File: config.mk
export PLATFORM = sky130hd
export DESIGN_NAME = program_counter_unit_flat
export DESIGN_NICKNAME = d
export VERILOG_FILES = /design/src/rtl/program_counter_unit_pkg.sv /design/src/rtl/program_counter_unit_if.sv /design/src/rtl/program_counter_unit_return_stack.sv /design/src/rtl/program_counter_unit.sv /design/src/flat_wrapper.sv
export SDC_FILE = /design/constraint.sdc
export NUM_CORES = 1
export LEC_CHECK = 0
export CORE_ASPECT_RATIO = 1.2
export CORE_MARGIN = 3
export CORE_UTILIZATION = 30
export CTS_BUF_LIST = sky130_fd_sc_hd__clkbuf_8
export CTS_CLUSTER_DIAMETER = 40
export CTS_CLUSTER_SIZE = 10
export DETAILED_ROUTE_END_ITERATION = 8
export SLEW_MARGIN = 15
export SYNTH_ARGS = -nofsm -noshare
export SYNTH_HDL_FRONTEND = slang
export SYNTH_HIERARCHICAL = 1
export SYNTH_SLANG_ARGS = --single-unit
File: constraint.sdc
create_clock -name clk_i -period 3.6 [get_ports clk_i]
set_clock_uncertainty 0.15 [all_clocks]
set_input_delay 0.72 -clock clk_i [delete_from_list [all_inputs] [get_ports clk_i]]
set_output_delay 0.72 -clock clk_i [all_outputs]
set_load 0.05 [all_outputs]
File: src/rtl/program_counter_unit_pkg.sv
// program_counter_unit_pkg
//   Shared definitions for the program counter unit: controller state
//   encodings and default geometry (PC width, reset vector, return-stack
//   depth). Imported by the top, its return stack and the bus interface.
//   Ports: none (package).
//   Optional feature macro: PC_CALL_STACK_EN (enables the hardware call/return stack).
package program_counter_unit_pkg;

  localparam int PC_W_DEFAULT         = 17;
  localparam int RESET_VECTOR_DEFAULT = 0;
  localparam int STACK_DEPTH_DEFAULT  = 4;

  // Controller states; encodings are fixed so other blocks can decode them.
  typedef enum logic [1:0] {
    PC_ST_RUN    = 2'd0,
    PC_ST_HALTED = 2'd1,
    PC_ST_FAULT  = 2'd2
  } pc_state_e;

endpackage

File: src/rtl/program_counter_unit_if.sv
// program_counter_unit_if
//   Groups the control requests going into the program counter unit and the
//   PC/status values coming out of it.
//   Signals:
//     stall, halt, branchTaken, jumpEn, callEn, retEn : request strobes
//     branchOffset : signed PC-relative offset (target = PC+1+offset)
//     jumpTarget   : absolute target for jump and call
//     pc, pcPlus1  : current PC and PC+1 (mod 2^PC_W)
//     halted, stackError : status flags
//   Modports: master (instruction decode side), slave (the PC unit).
//   Optional feature macro: PC_CALL_STACK_EN (affects the PC unit only).
interface program_counter_unit_if
  import program_counter_unit_pkg::*;
#(
  parameter int PC_W = PC_W_DEFAULT
);
  logic            stall;
  logic            halt;
  logic            branchTaken;
  logic [PC_W-1:0] branchOffset;
  logic            jumpEn;
  logic [PC_W-1:0] jumpTarget;
  logic            callEn;
  logic            retEn;
  logic [PC_W-1:0] pc;
  logic [PC_W-1:0] pcPlus1;
  logic            halted;
  logic            stackError;

  modport master (
    output stall, halt, branchTaken, branchOffset, jumpEn, jumpTarget, callEn, retEn,
    input  pc, pcPlus1, halted, stackError
  );

  modport slave (
    input  stall, halt, branchTaken, branchOffset, jumpEn, jumpTarget, callEn, retEn,
    output pc, pcPlus1, halted, stackError
  );
endinterface

File: src/rtl/program_counter_unit_return_stack.sv
// pc_return_stack
//   LIFO of return addresses for call/return. Push and pop are ignored when
//   the stack is full/empty respectively; the caller decides what such an
//   attempt means. Reset clears only the pointer, so stale entries are simply
//   unreachable afterwards.
//   Ports:
//     clk_i, rst_i   : clock, synchronous active-high reset
//     push_i, pushData_i : push request and the address to store
//     pop_i          : pop request
//     top_o          : entry on top of the stack (valid when !empty_o)
//     full_o, empty_o: occupancy flags
//   Instantiated by program_counter_unit only when PC_CALL_STACK_EN is defined.
module pc_return_stack
  import program_counter_unit_pkg::*;
#(
  parameter int PC_W        = PC_W_DEFAULT,
  parameter int STACK_DEPTH = STACK_DEPTH_DEFAULT
) (
  input  logic            clk_i,
  input  logic            rst_i,
  input  logic            push_i,
  input  logic [PC_W-1:0] pushData_i,
  input  logic            pop_i,
  output logic [PC_W-1:0] top_o,
  output logic            full_o,
  output logic            empty_o
);
  localparam int AW = (STACK_DEPTH > 1) ? $clog2(STACK_DEPTH) : 1;
  localparam int PW = $clog2(STACK_DEPTH + 1);

  logic [PC_W-1:0] mem_q [STACK_DEPTH];
  logic [PW-1:0]   ptr_q, ptr_d;
  logic [AW-1:0]   wrIdx, topIdx;

  // ptr_q counts occupied entries, so the top lives one below it.
  assign full_o  = (ptr_q == PW'(STACK_DEPTH));
  assign empty_o = (ptr_q == '0);
  assign wrIdx   = AW'(ptr_q);
  assign topIdx  = AW'(ptr_q - PW'(1));
  assign top_o   = mem_q[topIdx];

  always_comb begin
    ptr_d = ptr_q;
    if (push_i && !full_o) begin
      ptr_d = ptr_q + PW'(1);
    end else if (pop_i && !empty_o) begin
      ptr_d = ptr_q - PW'(1);
    end
  end

  always_ff @(posedge clk_i) begin
    if (rst_i) begin
      ptr_q <= '0;
    end else begin
      ptr_q <= ptr_d;
    end
  end

  // Storage carries no reset; entries above the pointer are never read.
  always_ff @(posedge clk_i) begin
    if (!rst_i && push_i && !full_o) begin
      mem_q[wrIdx] <= pushData_i;
    end
  end
endmodule

File: src/rtl/program_counter_unit.sv
// program_counter_unit
//   Program counter of the single-cycle CPU. Holds PC and selects the next PC
//   each cycle among sequential, PC-relative branch, absolute jump, call and
//   return targets. PC feeds instruction memory and operand-select mux input 6;
//   PC+1 is provided for link/write-back.
//   Ports:
//     clk_i  : clock, all state updates on the rising edge
//     rst_i  : synchronous active-high reset (highest priority)
//     pc_if  : program_counter_unit_if.slave carrying requests in, PC/status out
//   Request priority in RUN: halt > stall > ret > call > jump > branch > PC+1.
//   HALTED and FAULT freeze PC and stack until reset.
//   Optional feature macro: PC_CALL_STACK_EN
//     defined   : call pushes PC+1 onto a STACK_DEPTH return stack, ret pops;
//                 overflow/underflow enters FAULT.
//     undefined : call acts as a jump, ret is ignored, stackError is 0.
module program_counter_unit
  import program_counter_unit_pkg::*;
#(
  parameter int              PC_W         = PC_W_DEFAULT,
  parameter logic [PC_W-1:0] RESET_VECTOR = PC_W'(RESET_VECTOR_DEFAULT),
  parameter int              STACK_DEPTH  = STACK_DEPTH_DEFAULT
) (
  input logic                    clk_i,
  input logic                    rst_i,
  program_counter_unit_if.slave  pc_if
);
  pc_state_e       state_q, state_d;
  logic [PC_W-1:0] pc_q, pc_d;
  logic [PC_W-1:0] pcPlus1;

  assign pcPlus1 = pc_q + PC_W'(1);

`ifdef PC_CALL_STACK_EN
  logic            stackPush, stackPop, stackFull, stackEmpty;
  logic [PC_W-1:0] stackTop;

  pc_return_stack #(
    .PC_W        (PC_W),
    .STACK_DEPTH (STACK_DEPTH)
  ) u_return_stack (
    .clk_i      (clk_i),
    .rst_i      (rst_i),
    .push_i     (stackPush),
    .pushData_i (pcPlus1),
    .pop_i      (stackPop),
    .top_o      (stackTop),
    .full_o     (stackFull),
    .empty_o    (stackEmpty)
  );
`endif

  // Next-PC priority mux and state transitions. Stalls simply keep the
  // defaults, so lower-priority requests in that cycle are dropped.
  always_comb begin
    state_d = state_q;
    pc_d    = pc_q;
`ifdef PC_CALL_STACK_EN
    stackPush = 1'b0;
    stackPop  = 1'b0;
`endif
    if (state_q == PC_ST_RUN) begin
      if (pc_if.halt) begin
        state_d = PC_ST_HALTED;
      end else if (pc_if.stall) begin
        pc_d = pc_q;
`ifdef PC_CALL_STACK_EN
      end else if (pc_if.retEn) begin
        // An underflowing return faults and leaves PC where it is.
        if (stackEmpty) begin
          state_d = PC_ST_FAULT;
        end else begin
          stackPop = 1'b1;
          pc_d     = stackTop;
        end
      end else if (pc_if.callEn) begin
        if (stackFull) begin
          state_d = PC_ST_FAULT;
        end else begin
          stackPush = 1'b1;
          pc_d      = pc_if.jumpTarget;
        end
`else
      end else if (pc_if.callEn) begin
        pc_d = pc_if.jumpTarget;
`endif
      end else if (pc_if.jumpEn) begin
        pc_d = pc_if.jumpTarget;
      end else if (pc_if.branchTaken) begin
        pc_d = pcPlus1 + pc_if.branchOffset;
      end else begin
        pc_d = pcPlus1;
      end
    end
  end

  always_ff @(posedge clk_i) begin
    if (rst_i) begin
      state_q <= PC_ST_RUN;
      pc_q    <= RESET_VECTOR;
    end else begin
      state_q <= state_d;
      pc_q    <= pc_d;
    end
  end

  assign pc_if.pc      = pc_q;
  assign pc_if.pcPlus1 = pcPlus1;
  assign pc_if.halted  = (state_q == PC_ST_HALTED);
`ifdef PC_CALL_STACK_EN
  assign pc_if.stackError = (state_q == PC_ST_FAULT);
`else
  assign pc_if.stackError = 1'b0;
`endif
endmodule

File: src/flat_wrapper.sv
// flat-port wrapper written by rule: the top's interface ports become plain ports
module program_counter_unit_flat import program_counter_unit_pkg::*;
#(
  parameter int              PC_W         = PC_W_DEFAULT,
  parameter logic [PC_W-1:0] RESET_VECTOR = PC_W'(RESET_VECTOR_DEFAULT),
  parameter int              STACK_DEPTH  = STACK_DEPTH_DEFAULT
)
  (clk_i, rst_i, pc_if_stall, pc_if_halt, pc_if_branchTaken, pc_if_branchOffset, pc_if_jumpEn, pc_if_jumpTarget, pc_if_callEn, pc_if_retEn, pc_if_pc, pc_if_pcPlus1, pc_if_halted, pc_if_stackError);
  program_counter_unit_if #(.PC_W(PC_W)) pc_if_i ();
  input logic clk_i;
  input logic rst_i;
  input wire logic [$bits(pc_if_i.stall)-1:0] pc_if_stall;
  input wire logic [$bits(pc_if_i.halt)-1:0] pc_if_halt;
  input wire logic [$bits(pc_if_i.branchTaken)-1:0] pc_if_branchTaken;
  input wire logic [$bits(pc_if_i.branchOffset)-1:0] pc_if_branchOffset;
  input wire logic [$bits(pc_if_i.jumpEn)-1:0] pc_if_jumpEn;
  input wire logic [$bits(pc_if_i.jumpTarget)-1:0] pc_if_jumpTarget;
  input wire logic [$bits(pc_if_i.callEn)-1:0] pc_if_callEn;
  input wire logic [$bits(pc_if_i.retEn)-1:0] pc_if_retEn;
  output wire logic [$bits(pc_if_i.pc)-1:0] pc_if_pc;
  output wire logic [$bits(pc_if_i.pcPlus1)-1:0] pc_if_pcPlus1;
  output wire logic [$bits(pc_if_i.halted)-1:0] pc_if_halted;
  output wire logic [$bits(pc_if_i.stackError)-1:0] pc_if_stackError;
  assign pc_if_i.stall = pc_if_stall;
  assign pc_if_i.halt = pc_if_halt;
  assign pc_if_i.branchTaken = pc_if_branchTaken;
  assign pc_if_i.branchOffset = pc_if_branchOffset;
  assign pc_if_i.jumpEn = pc_if_jumpEn;
  assign pc_if_i.jumpTarget = pc_if_jumpTarget;
  assign pc_if_i.callEn = pc_if_callEn;
  assign pc_if_i.retEn = pc_if_retEn;
  assign pc_if_pc = pc_if_i.pc;
  assign pc_if_pcPlus1 = pc_if_i.pcPlus1;
  assign pc_if_halted = pc_if_i.halted;
  assign pc_if_stackError = pc_if_i.stackError;
  program_counter_unit #(.PC_W(PC_W), .RESET_VECTOR(RESET_VECTOR), .STACK_DEPTH(STACK_DEPTH)) u_core (.clk_i(clk_i), .rst_i(rst_i), .pc_if(pc_if_i));
endmodule
Word-level counts from Yosys, hierarchy flattened --
Index checks and enable logic that the tools add are counted.
Word-level totals: register bits after elaboration 18, bits of input ports 42, output and inout port bits 36, logic and storage cells 12
Operators by class: add/subtract/negate cells 2, muxes and demuxes 3, bitwise operators 2, reductions and logical operators 3
Operators with widths (count):
- $mux W17 | 3
- $add A17 B1 Y17 const B | 1
- $add A17 B17 Y17 | 1
- $reduce_and A3 Y1 | 1
- $logic_not A2 Y1 | 1
- $not A1 Y1 | 2
- $reduce_and A2 Y1 | 1

Longest topological paths before layout --
depth in word-level cells 5, depth in mapped cells 13, depth with buffers taken out 13

Worst setup path after synthesis --
No wires, ideal clock.
kind reg2reg, from register u_core.pc_q[0] (netlist: u_core/pc_if.pc[0]), to register u_core.pc_q[16] (netlist: u_core/pc_if.pc[16]), library setup time 0.120 ns, data arrival time 3.974 ns, required time 3.330 ns, setup slack -0.643 ns, cell stages (with the launch flop) 13, path buffers 0, clock period less this slack 4.243 ns, path through dfxtp_1 ha_1 nand2_1 or3_4 nor3_1 xor2_1 ha_1 and3_1 a31oi_1 o31ai_1 or4_1 nand4_1 nor2_1
Between the ends: longest elaborated chain between the ends 5
RTL lines:
- start: declaration | RTL line program_counter_unit.sv:28 | logic [PC_W-1:0] pc_q, pc_d;
- start signal: assignment | RTL line program_counter_unit.sv:102 | pc_q <= pc_d;
- $add A17 B1 Y17 | RTL line program_counter_unit.sv:31 | assign pcPlus1 = pc_q + PC_W'(1);
- named net pc_if_pcPlus1[14] | RTL line flat_wrapper.sv:21 | output wire logic [$bits(pc_if_i.pcPlus1)-1:0] pc_if_pcPlus1;
- $add A17 B17 Y17 | RTL line program_counter_unit.sv:89 | pc_d = pcPlus1 + pc_if.branchOffset;
- $mux W17 | RTL line program_counter_unit.sv:88 | end else if (pc_if.branchTaken) begin
- $mux W17 | RTL line program_counter_unit.sv:86 | end else if (pc_if.jumpEn) begin
- $mux W17 | RTL line program_counter_unit.sv:83 | end else if (pc_if.callEn) begin
The timed path passes the listed nets, and every way through them passes these cells. A chain may end at the register's enable or synchronous reset.

Worst setup path after layout --
from register u_core.pc_q[2] (netlist: u_core/pc_if.pc[2]), to output port pc_if_pcPlus1[13]
Between the ends: longest elaborated chain between the ends 1
RTL lines (RTL line):
- $add A17 B1 Y17 | program_counter_unit.sv:31
- end: declaration | flat_wrapper.sv:21
No other way between the ends.

==> impl_metrics.env <==
export IMPL_setup_viol=0
export IMPL_drcViolationCount=0
export IMPL_cts_resized_gates=0
export IMPL_tns_ns=0
export IMPL_cts_setup_buffers=0
export IMPL_vias=2287
export IMPL_synth_top_area_share_pct=17.82
export IMPL_slew_viol_final=0
export IMPL_holdBufCountCts=0
export IMPL_cp_data_required_time_ns=2.73
export IMPL_worstPathArrival_ns=2.52
export IMPL_drt_total_wl_mm=6.815
export IMPL_cp_startpoint="u_core/pc_if.pc[2]"
export IMPL_r2r_cells=13
export IMPL_cp_max_fo=7
export IMPL_ys_flop_type="dfxtp_1"
export IMPL_cts_tree="done"
export IMPL_synth_area_leaders="dfxtp_1, ha_1, nand2_1, xor2_1, a21oi_1"
export IMPL_muxShareOfSynthArea_pct=0.4950
export IMPL_hp_class="reg -> reg"
export IMPL_clockRootBuffer="clkbuf_8"
export IMPL_fin_area_sq_um=3136
export IMPL_area_delta_synth_final_pct=55.07
export IMPL_nets=415
export IMPL_die_area_sq_um=7765
export IMPL_dieHeight_um=95.93
export IMPL_hold_ws_ns=0.3629
export IMPL_maxSlewHeadroom_pct=66.23
export IMPL_num_rows=32
export IMPL_synth_top_family_by_area="simple AND/OR/NAND/NOR gates"
export IMPL_grt_use_total_pct=18.28
export IMPL_synth_adder_area_share_pct=12.13
export IMPL_clkSinkCount=18
export IMPL_wire_per_inst_um=15.56
export IMPL_io_pins=78
export IMPL_cp_start_kind="flip-flop"
export IMPL_core_area_sq_um=6486
export IMPL_overflow=0
export IMPL_drive_gt1_share_pct=15.58
export IMPL_rsz0062_at_grt="false"
export IMPL_synth_area_sq_um=2022
export IMPL_ys_seq_elements=18
export IMPL_end_kind="primary output"
export IMPL_worst_slew_pin_slew_ns=0.5050
export IMPL_synthXorXnorAreaFrac_pct=10.77
export IMPL_ant_nets=0
export IMPL_maxCapViolations=0
export IMPL_leakagePower_nw=1.262
export IMPL_power_density_nw_per_um2=247.8
export IMPL_synth_simple_gate_area_share_pct=27.54
export IMPL_p_total_mw=0.7770
export IMPL_via_per_inst=5.221
export IMPL_regArea_sq_um=381.6
export IMPL_gp_congestion=0.9136
export IMPL_ys_seq_area_share_pct=17.82
export IMPL_reg2reg_slack_ns=0.32
export IMPL_rr_endpoint="u_core/pc_if.pc[16]"
export IMPL_initial_utilization_pct=31.17
export IMPL_n_antenna_cell=0
export IMPL_syn_num_nets=333
export IMPL_dr_pass1_iters=4
export IMPL_clock_fmax_ghz=0.2946
export IMPL_path_class="reg -> out"
export IMPL_yosys_warnings=6
export IMPL_ir_drop_mv=0.1352
export IMPL_hold_viol=0
export IMPL_placed_area_sq_um=3080
export IMPL_post_synth_top_count_cell="nand2_1"
export IMPL_synth_cells=272
export IMPL_grt_pass1_wl_mm=10.92
export IMPL_post_route_min_period_ns=3.395
export IMPL_numCtsBuffers=3
export IMPL_antenna_found_initial=0
export IMPL_synth_common_cells="nand2_1, nor2_1, a21oi_1"
export IMPL_synth_edf_count=0
export IMPL_portBuffers=75
export IMPL_fillCellCount=672
export IMPL_drtIter0Drc=143
export IMPL_synth_distinct_cells=53
export IMPL_async_flop_share_pct=0
export IMPL_dp_hpwl_mm=5.520
export IMPL_ctsHtreeMaxLevel=1
export IMPL_avgSynthCellArea_sq_um=7.434
export IMPL_synth_compound_area_share_pct=26.30
export IMPL_multi_input_area_sq_um=1710
export IMPL_cts_buffer_depth=2
export IMPL_run_status="complete, no violations"
export IMPL_timing_rr_start="u_core/pc_if.pc[2]"
export IMPL_die_w_um=80.95
export IMPL_grt_max_degree=18
export IMPL_clk_pin_slew_ns=0.08
export IMPL_cp_endpoint="pc_if_pcPlus1[13]"
export IMPL_period_share_pct=94.30
export IMPL_synth_area_leader_cell="dfxtp_1"
export IMPL_grt_pass1_vias=2239
export IMPL_worstSkewPairLatency_ns=0.26
[flip-flops by register name, summed over array words and instances (netlist names)]
| name | count |
|---|---|
| u_core/state_q | 1 |
| u_core/pc_if.pc | 17 |
[worst min-delay path by stage]
stage / startpoint / to / slack, ns / cells after the start
3_3_place_gp: u_core/state_q[0] / u_core/state_q[0] / 0.36 / 2
5_1_grt: u_core/pc_if.pc[8] / u_core/pc_if.pc[8] / 0.38 / 1
6_report: u_core/state_q[0] / u_core/state_q[0] / 0.36 / 2
3_5_place_dp: u_core/state_q[0] / u_core/state_q[0] / 0.35 / 2
4_1_cts: u_core/state_q[0] / u_core/state_q[0] / 0.36 / 2
2_1_floorplan: u_core/pc_if.pc[1] / u_core/pc_if.pc[1] / 0.44 / 2
[layer usage]
metal | global-route usage, % | vias to the layer above | wire length (um)
met1 | 23.08 | 1043 | 2923
met3 | 2.715 | 10 | 427
li1 | - | 1156 | -
met4 | 5.915 | 0 | 169
met5 | 0 | - | 0
met2 | 31.64 | 78 | 3295
[area by class of cell]
class | instances | area share, %
inverters | 7 | 0.8380
multi-input cells | 234 | 54.55
flip-flops and latches | 18 | 12.17
repair buffers | 90 | 27.29
well taps | 85 | 3.392
clock buffers | 4 | 1.756
[logic make-up after synthesis]
kind of cell               after synthesis
and+or+nand+nor                        107
AOI/OAI and AO/OA                       82
xor gates and xnor gates                24
buffers and inverters                   20
adders and majority gates               19
DFF                                     18
other                                    1
muxes                                    1
[power by group]
part | internal [mW] | switching [mW] | leakage (nW)
sequential | 0.212 | 0.0222 | 0.153
clock | 0.0974 | 0.0728 | 0.0288
combinational | 0.158 | 0.215 | 1.08
total | 0.467 | 0.310 | 1.26
[through the flow]
step	setup slack, ns	instances	utilization (%)
finish	0.2051	438	48.34
global route	0.01172	438	48.34
CTS	0.1686	438	48.34
detailed placement	0.08546	434	47.49
global placement	0.08708	434	47.49
floorplan	0.02122	272	-
[worst max-delay path, stage by stage (launching register included)]
cell and delay, ns:
dfxtp_2 0.43, nand3_1 0.15, buf_4 0.19, nor4_1 0.38
xnor2_1 0.25, clkdlybuf4s50_1 0.87
[cell usage in the layout, fill, tap and decap left out, types with 5 or more instances in the layout]
cell / Yosys / layout
nand3_1: 14 / 14
a21o_1: 5 / 5
nand2_1: 33 / 33
a21oi_1: 22 / 22
xor2_1: 14 / 7
ha_1: 18 / 18
clkdlybuf4s50_1: 0 / 72
nor3_1: 7 / 5
nand4_1: 5 / 5
nor2_1: 25 / 25
dfxtp_2: 0 / 11
inv_1: 7 / 7
xor2_2: 1 / 6
o21ai_0: 18 / 18
buf_4: 1 / 18
dfxtp_1: 18 / 5
(Power assumes the default switching activity.)
